===== config.mk =====
export PLATFORM = sky130hd
export DESIGN_NAME = nihilist_stream_encryptor_flat
export DESIGN_NICKNAME = d
export VERILOG_FILES = /design/src/rtl/nihilist_stream_encryptor_if.sv /design/src/rtl/nihilist_stream_encryptor.sv /design/src/flat_wrapper.sv
export SDC_FILE = /design/constraint.sdc
export NUM_CORES = 1
export LEC_CHECK = 0
export ABC_AREA = 1
export CORE_UTILIZATION = 50
export DETAILED_ROUTE_END_ITERATION = 10
export PLACE_DENSITY = 0.75
export SYNTH_ARGS = -nofsm -noshare
export SYNTH_HDL_FRONTEND = slang
export SYNTH_SLANG_ARGS = --single-unit

===== constraint.sdc =====
create_clock -name clk -period 8.65 [get_ports clk]
set_input_delay 1.2975 -clock clk [delete_from_list [all_inputs] [get_ports clk]]
set_output_delay 1.2975 -clock clk [all_outputs]
set_load 0.05 [all_outputs]

===== src/rtl/nihilist_stream_encryptor_if.sv =====
// rtl/nihilist_stream_encryptor_if.sv - plaintext/cipher streams and key-write port of the Nihilist encryptor
interface nihilist_stream_encryptor_if #(
    parameter int SEC_LEN = 3
);
    localparam int IDX_W = (SEC_LEN > 1) ? $clog2(SEC_LEN) : 1;

    logic             in_valid;
    logic             in_ready;
    logic [7:0]       in_char;
    logic             in_last;
    logic             out_valid;
    logic             out_ready;
    logic [7:0]       out_code;
    logic             out_last;
    logic             out_err;
    logic             key_wr_en;
    logic [IDX_W-1:0] key_wr_idx;
    logic [7:0]       key_wr_char;
    logic             key_wr_err;
    logic             key_locked;

    modport master (
        output in_valid, in_char, in_last, out_ready, key_wr_en, key_wr_idx, key_wr_char,
        input  in_ready, out_valid, out_code, out_last, out_err, key_wr_err, key_locked
    );

    modport slave (
        input  in_valid, in_char, in_last, out_ready, key_wr_en, key_wr_idx, key_wr_char,
        output in_ready, out_valid, out_code, out_last, out_err, key_wr_err, key_locked
    );
endinterface


===== src/rtl/nihilist_stream_encryptor.sv =====
// rtl/nihilist_stream_encryptor.sv - Polybius/Nihilist encryptor with rotating writable key
module nihilist_stream_encryptor #(
    parameter int                   SEC_LEN     = 3,
    parameter logic [8*SEC_LEN-1:0] DEFAULT_KEY = "KEY"
) (
    input  logic                          clk,
    input  logic                          rst,
    nihilist_stream_encryptor_if.slave    bus
);
    localparam int IDX_W = (SEC_LEN > 1) ? $clog2(SEC_LEN) : 1;

    typedef enum logic [1:0] {IDLE, CONV, HOLD} state_t;

    state_t           state, state_nxt;
    logic [7:0]       key_q [SEC_LEN];
    logic [IDX_W-1:0] key_idx;
    logic [7:0]       char_q;
    logic             last_q;
    logic [7:0]       code_q;
    logic             code_last_q;
    logic             code_err_q;
    logic             wr_err_q;

    // Case-folds and merges J into I; returns 0 for anything that is not a letter.
    function automatic logic [7:0] norm(input logic [7:0] c);
        logic [7:0] u;
        u = (c >= 8'h61 && c <= 8'h7a) ? (c - 8'd32) : c;
        if (u == "J")
            u = "I";
        return (u >= 8'h41 && u <= 8'h5a) ? u : 8'd0;
    endfunction

    function automatic logic [7:0] num(input logic [7:0] c);
        case (c)
            "M": return 8'd11; "I": return 8'd12; "H": return 8'd13; "A": return 8'd14; "B": return 8'd15;
            "C": return 8'd21; "D": return 8'd22; "E": return 8'd23; "F": return 8'd24; "G": return 8'd25;
            "K": return 8'd31; "L": return 8'd32; "N": return 8'd33; "O": return 8'd34; "P": return 8'd35;
            "Q": return 8'd41; "R": return 8'd42; "S": return 8'd43; "T": return 8'd44; "U": return 8'd45;
            "V": return 8'd51; "W": return 8'd52; "X": return 8'd53; "Y": return 8'd54; "Z": return 8'd55;
            default: return 8'd0;
        endcase
    endfunction

    logic [7:0] plain_num;
    logic [7:0] key_num;
    logic       plain_ok;
    logic [7:0] wr_norm;
    logic       locked;
    logic       wr_ok;

    always_comb begin
        plain_num = num(norm(char_q));
        key_num   = num(key_q[key_idx]);
        plain_ok  = (plain_num != 8'd0);
        wr_norm   = norm(bus.key_wr_char);
        locked    = (state != IDLE) || (key_idx != '0);
        wr_ok     = !locked && (wr_norm != 8'd0) && (32'(bus.key_wr_idx) < SEC_LEN);
    end

    always_ff @(posedge clk) begin
        if (rst)
            state <= IDLE;
        else
            state <= state_nxt;
    end

    always_comb begin
        state_nxt = state;
        case (state)
            IDLE:    if (bus.in_valid) state_nxt = CONV;
            CONV:    state_nxt = HOLD;
            HOLD:    if (bus.out_ready) state_nxt = IDLE;
            default: state_nxt = IDLE;
        endcase
    end

    always_ff @(posedge clk) begin
        if (rst) begin
            key_idx     <= '0;
            char_q      <= 8'd0;
            last_q      <= 1'b0;
            code_q      <= 8'd0;
            code_last_q <= 1'b0;
            code_err_q  <= 1'b0;
            wr_err_q    <= 1'b0;
            for (int i = 0; i < SEC_LEN; i++)
                key_q[i] <= DEFAULT_KEY[8*(SEC_LEN-1-i) +: 8];
        end else begin
            if (state == IDLE && bus.in_valid) begin
                char_q <= bus.in_char;
                last_q <= bus.in_last;
            end
            if (state == CONV) begin
                code_q      <= plain_ok ? (plain_num + key_num) : 8'd0;
                code_last_q <= last_q;
                code_err_q  <= !plain_ok;
                if (last_q)
                    key_idx <= '0;
                else if (plain_ok)
                    key_idx <= (key_idx == IDX_W'(SEC_LEN-1)) ? '0 : key_idx + 1'b1;
            end
            // A write in the accepting IDLE cycle lands before CONV reads the key.
            wr_err_q <= 1'b0;
            if (bus.key_wr_en) begin
                if (wr_ok)
                    key_q[bus.key_wr_idx] <= wr_norm;
                else
                    wr_err_q <= 1'b1;
            end
        end
    end

    assign bus.in_ready   = (state == IDLE);
    assign bus.out_valid  = (state == HOLD);
    assign bus.out_code   = code_q;
    assign bus.out_last   = code_last_q;
    assign bus.out_err    = code_err_q;
    assign bus.key_wr_err = wr_err_q;
    assign bus.key_locked = locked;
endmodule


===== src/flat_wrapper.sv =====
// flat-port wrapper written by rule: the top's interface ports become plain ports
module nihilist_stream_encryptor_flat 
#(
    parameter int                   SEC_LEN     = 3,
    parameter logic [8*SEC_LEN-1:0] DEFAULT_KEY = "   "
)
  (clk, rst, bus_in_valid, bus_in_char, bus_in_last, bus_out_ready, bus_key_wr_en, bus_key_wr_idx, bus_key_wr_char, bus_in_ready, bus_out_valid, bus_out_code, bus_out_last, bus_out_err, bus_key_wr_err, bus_key_locked);
  nihilist_stream_encryptor_if #(.SEC_LEN(SEC_LEN)) bus_i ();
  input  logic clk;
  input  logic rst;
  input wire logic [$bits(bus_i.in_valid)-1:0] bus_in_valid;
  input wire logic [$bits(bus_i.in_char)-1:0] bus_in_char;
  input wire logic [$bits(bus_i.in_last)-1:0] bus_in_last;
  input wire logic [$bits(bus_i.out_ready)-1:0] bus_out_ready;
  input wire logic [$bits(bus_i.key_wr_en)-1:0] bus_key_wr_en;
  input wire logic [$bits(bus_i.key_wr_idx)-1:0] bus_key_wr_idx;
  input wire logic [$bits(bus_i.key_wr_char)-1:0] bus_key_wr_char;
  output wire logic [$bits(bus_i.in_ready)-1:0] bus_in_ready;
  output wire logic [$bits(bus_i.out_valid)-1:0] bus_out_valid;
  output wire logic [$bits(bus_i.out_code)-1:0] bus_out_code;
  output wire logic [$bits(bus_i.out_last)-1:0] bus_out_last;
  output wire logic [$bits(bus_i.out_err)-1:0] bus_out_err;
  output wire logic [$bits(bus_i.key_wr_err)-1:0] bus_key_wr_err;
  output wire logic [$bits(bus_i.key_locked)-1:0] bus_key_locked;
  assign bus_i.in_valid = bus_in_valid;
  assign bus_i.in_char = bus_in_char;
  assign bus_i.in_last = bus_in_last;
  assign bus_i.out_ready = bus_out_ready;
  assign bus_i.key_wr_en = bus_key_wr_en;
  assign bus_i.key_wr_idx = bus_key_wr_idx;
  assign bus_i.key_wr_char = bus_key_wr_char;
  assign bus_in_ready = bus_i.in_ready;
  assign bus_out_valid = bus_i.out_valid;
  assign bus_out_code = bus_i.out_code;
  assign bus_out_last = bus_i.out_last;
  assign bus_out_err = bus_i.out_err;
  assign bus_key_wr_err = bus_i.key_wr_err;
  assign bus_key_locked = bus_i.key_locked;
  nihilist_stream_encryptor #(.SEC_LEN(SEC_LEN), .DEFAULT_KEY(DEFAULT_KEY)) u_core (.clk(clk), .rst(rst), .bus(bus_i));
endmodule

==> results.txt <==
The run finished with clean final reports. Number of vias in the routed layout: 3323. The latest clock arrival within the worst-skew pair is 0.34 ns, and the relative max-transition margin is 58.16%. Routability-driven placement finished with a final weighted congestion of 0.8890. Summing every instance area after synthesis gives 3596 sq um. For the maximum level of the CTS H-tree, the log shows 3.

In the layout the commonest cells are nand2_1, nor2_1, inv_1. Row generation in the floorplan step produced 30 rows. The most used flip-flop cell after synthesis is edfxtp_1.

The tree built by TritonCTS fans out to 57 sinks. Count of input and output buffers: 36. Instance count of the mapped netlist: 483. After filler insertion, the fill cell instance count of the layout stands at 617.

Total setup buffers inserted after CTS: 0. Global routing consumed, over all layers together, 24.62% of the routing resources. Hold repair after CTS inserted 0 buffers. The power per unit of standard cell area was 145.5 nW/um^2; the final-layout setup total negative slack was 0 ns. In this run the static leakage power is 1.922 nW. The Yosys step of the flow raised 0 warnings.

Setup repair after global routing left no endpoint under its margin. With fillers left out, the area of the finished cells amounts to 4270 sq um. Across the VDD grid, the largest voltage drop is 0.00009286 V. The compound-cell area share of the yosys netlist is 11.52%.

Horizontal die dimension: 86.81 microns. The transition time at the pin with the least slew margin works out to 0.6256 ns. Multiplexer cells account for 0% of the synthesized area.

The region available for standard cell placement spans 6869 sq um. The die is 86.81 microns tall. The number of vias per cell was 5.217; the final HPWL from detailed placement was 6.461 mm. The run gives 0 as the post-route DRC violation count.

Relative to the synthesized area, the layout overhead comes to 18.75%. The path type of the worst setup path was flip-flop to flip-flop. Once the clock tree was built, the resizer swapped 0 gates to a different size. The number of maximum-capacitance constraint violations is 0. The tools report the total placed cells including tap cells as 621. Counting flops and latches in the post-synthesis netlist gives 57. The shortest clock period the worst path allows after layout is 3.648 ns, and the initial DRC count is 174. Across the routed clock network, the largest skew measured is 0.01110 ns.

The maximum clock rate came out at 0.2742 GHz. The number of antenna violations at the first check in global routing is 0. After synthesis, flip-flops and latches occupy 40.64% of the total area. The count of endpoints failing setup in the final report came out at 0. The synthesized design contains 32 enable-type register cells.

The post-synthesis xor/xnor area fraction was 0.4871%; the average cell area after synthesis was 7.445 sq um. The tools report the hold violation total from the final report as 0. By area, the combinational part of the netlist is dominated by simple AND/OR/NAND/NOR gates. The maximum net fanout on the critical path is 16, and the sum of overflow across all layers after global routing is 0.

For the global-route wire length before repair, the log shows 14.33 mm. The buffer type at the clock tree root was clkbuf_8. The overall routed net length is 8.300 mm.

The largest net degree at the start of global routing is 20. The number of different library cells in the post-synthesis netlist came out at 44. The worst hold path belongs to the class flip-flop to flip-flop.

Of the cells placed in the final design, the portion with a size suffix greater than 1 is 10.54%. TritonCTS created 9 clock buffers. At the worst endpoint, the required time is 8.91 ns.

Once detail routing completed, the nets flagged for antenna violations numbered 0. TritonCTS built the clock tree. The worst setup path is captured at a flip-flop. The logs give 0 for the number of pins exceeding their max-slew limit in the final report and 4093 sq um for the total placed instance area. The worst setup path is launched from a flip-flop.

Of the total synthesized cell area, the portion taken by AND, OR, NAND and NOR gates is 35.18%. The full die area was 7535 sq um. The number of top-level pins was 38. The most frequent standard cell in the layout excluding fill and tap cells is nand2_1.

The number of antenna repair diodes came out at 0. The first detailed-routing pass took 6 iterations. Ratio of final minimum period to clock period: 42.17%. The clock-pin slew on the worst setup and hold paths was 0.07 ns.

Of the total synthesized cell area, the portion taken by full adders, half adders and majority gates is 3.340%. After detailed routing, the average wire length per cell comes to 13.03 microns. The final layout contains 569 nets. After synthesis, the share of flip-flops with an asynchronous set or reset is 0%. After the flow finishes, the layout carries non-filler instances totaling 637.

Endpoint arrival time on the critical path: 3.91 ns. The via count of the first global-routing pass was 3208; the maximum buffer depth of the clock tree was 2. Once the floorplan was initialized, standard cells occupied 52.35% of the core.
[per-layer routing]
metal | wire (microns) | vias to the layer above | GRT usage, % | share of wire (%)
met5 | 0 | - | 0 | 0
met4 | 174 | 0 | 10.45 | 2.1
met3 | 363 | 16 | 6.000 | 4.4
met2 | 3951 | 103 | 40.52 | 48
met1 | 3810 | 1510 | 30.81 | 46
li1 | - | 1694 | - | -
[cells by family after synthesis]
family	after synthesis
AOI/OAI and AO/OA	70
xor gates and xnor gates	2
adders and majority gates	9
buffers and inverters	80
DFF	57
other	1
and+or+nand+nor	264
[final timing paths]
path	slack, ns	depth (start not counted)	startpoint	to
setup / recovery	5.00	22	flip-flop	u_core.bus.out_code[6]$_SDFFE_PP0N_
hold / removal	0.46	2	u_core.bus.out_code[4]$_SDFFE_PP0N_	u_core.bus.out_code[4]$_SDFFE_PP0N_
setup reg to reg	5.00	22	flip-flop	u_core.bus.out_code[6]$_SDFFE_PP0N_
hold reg to reg	0.46	2	u_core.bus.out_code[4]$_SDFFE_PP0N_	u_core.bus.out_code[4]$_SDFFE_PP0N_
[where the power goes]
group          internal, W  switching (W)  total [W]
logic            0.0000298      0.0000623  0.0000921
clock network     0.000105       0.000117   0.000222
registers         0.000298     0.00000862   0.000307
total             0.000433       0.000188   0.000621
[critical path, stage by stage (launching register included)]
cell and delay (ns):
dfxtp_1 0.59, inv_2 0.23, nor2_1 0.14, nand2_1 0.06
o211ai_1 0.10, o21ai_0 0.13, inv_1 0.09, nand2_1 0.06
nor2_2 0.28, inv_1 0.13, nor3_2 0.23, nand2_1 0.13
o21ai_0 0.09, nor2_1 0.06, o211ai_1 0.15, ha_1 0.24
fa_1 0.22, a31oi_1 0.11, nor2_1 0.13, nor2_1 0.05
nor2_1 0.11, o21ai_0 0.09, a21oi_1 0.14
[final cells by class]
type	instances	area (sq um)	area share [%]
Multi-Input combinational cell	359	1869	43.77
Sequential cell	57	1461	34.22
Timing Repair Buffer	36	360.3	8.438
Inverter	73	281.5	6.592
Clock buffer	9	123.9	2.901
Tap cell	96	120.1	2.813
Clock inverter	7	53.80	1.260
[Yosys cell counts, types with 2 or more instances]
library cell  instances  share of area [%]
nand2_2               7                1.2
nor2_4                6                1.9
edfxtp_1             32                 27
clkinv_1              2               0.21
a211oi_1              2               0.42
o211ai_1              3               0.63
nor3_1                8                1.1
a21oi_1              30                4.2
inv_2                 6               0.63
nand3b_1              4               0.84
a32oi_1               5                1.2
nor4_1                2               0.35
buf_2                 2               0.28
xor2_1                2               0.49
ha_1                  8                2.8
nor2_1               63                6.6
nand4_1              12                2.1
o21ai_0              21                2.9
nor2_2                6                1.0
nand2_1             106                 11
dfxtp_1              25                 14
a31oi_1               3               0.52
inv_1                63                6.6
nand3_1              37                5.1
clkbuf_1              4               0.42
nand2_4               2               0.63
nand3_2               4                1.1
o21ai_1               2               0.28
[flip-flops by register name, indices dropped and copies added (netlist names), named ones only]
register,flops
u_core.key_q,32
u_core.char_q,8
u_core.bus.out_last,1
u_core.key_idx,2
u_core.state,2
u_core.bus.out_err,1
u_core.bus.out_code,7
u_core.last_q,1
u_core.bus.key_wr_err,1
[through the flow]
stage,setup slack [ns],total power (W),hold WS (ns),utilization (%)
finish,5.002,0.0006213,0.4635,62.17
global route,4.579,0.0006517,0.4816,62.17
global placement,4.906,0.0004016,0.4518,59.58
detailed placement,4.727,0.0004043,0.4560,59.58
CTS,5.012,0.0006257,0.4672,62.17
floorplan,5.503,0.0003737,0.4668,-
Power figures use the tool's default switching activity.
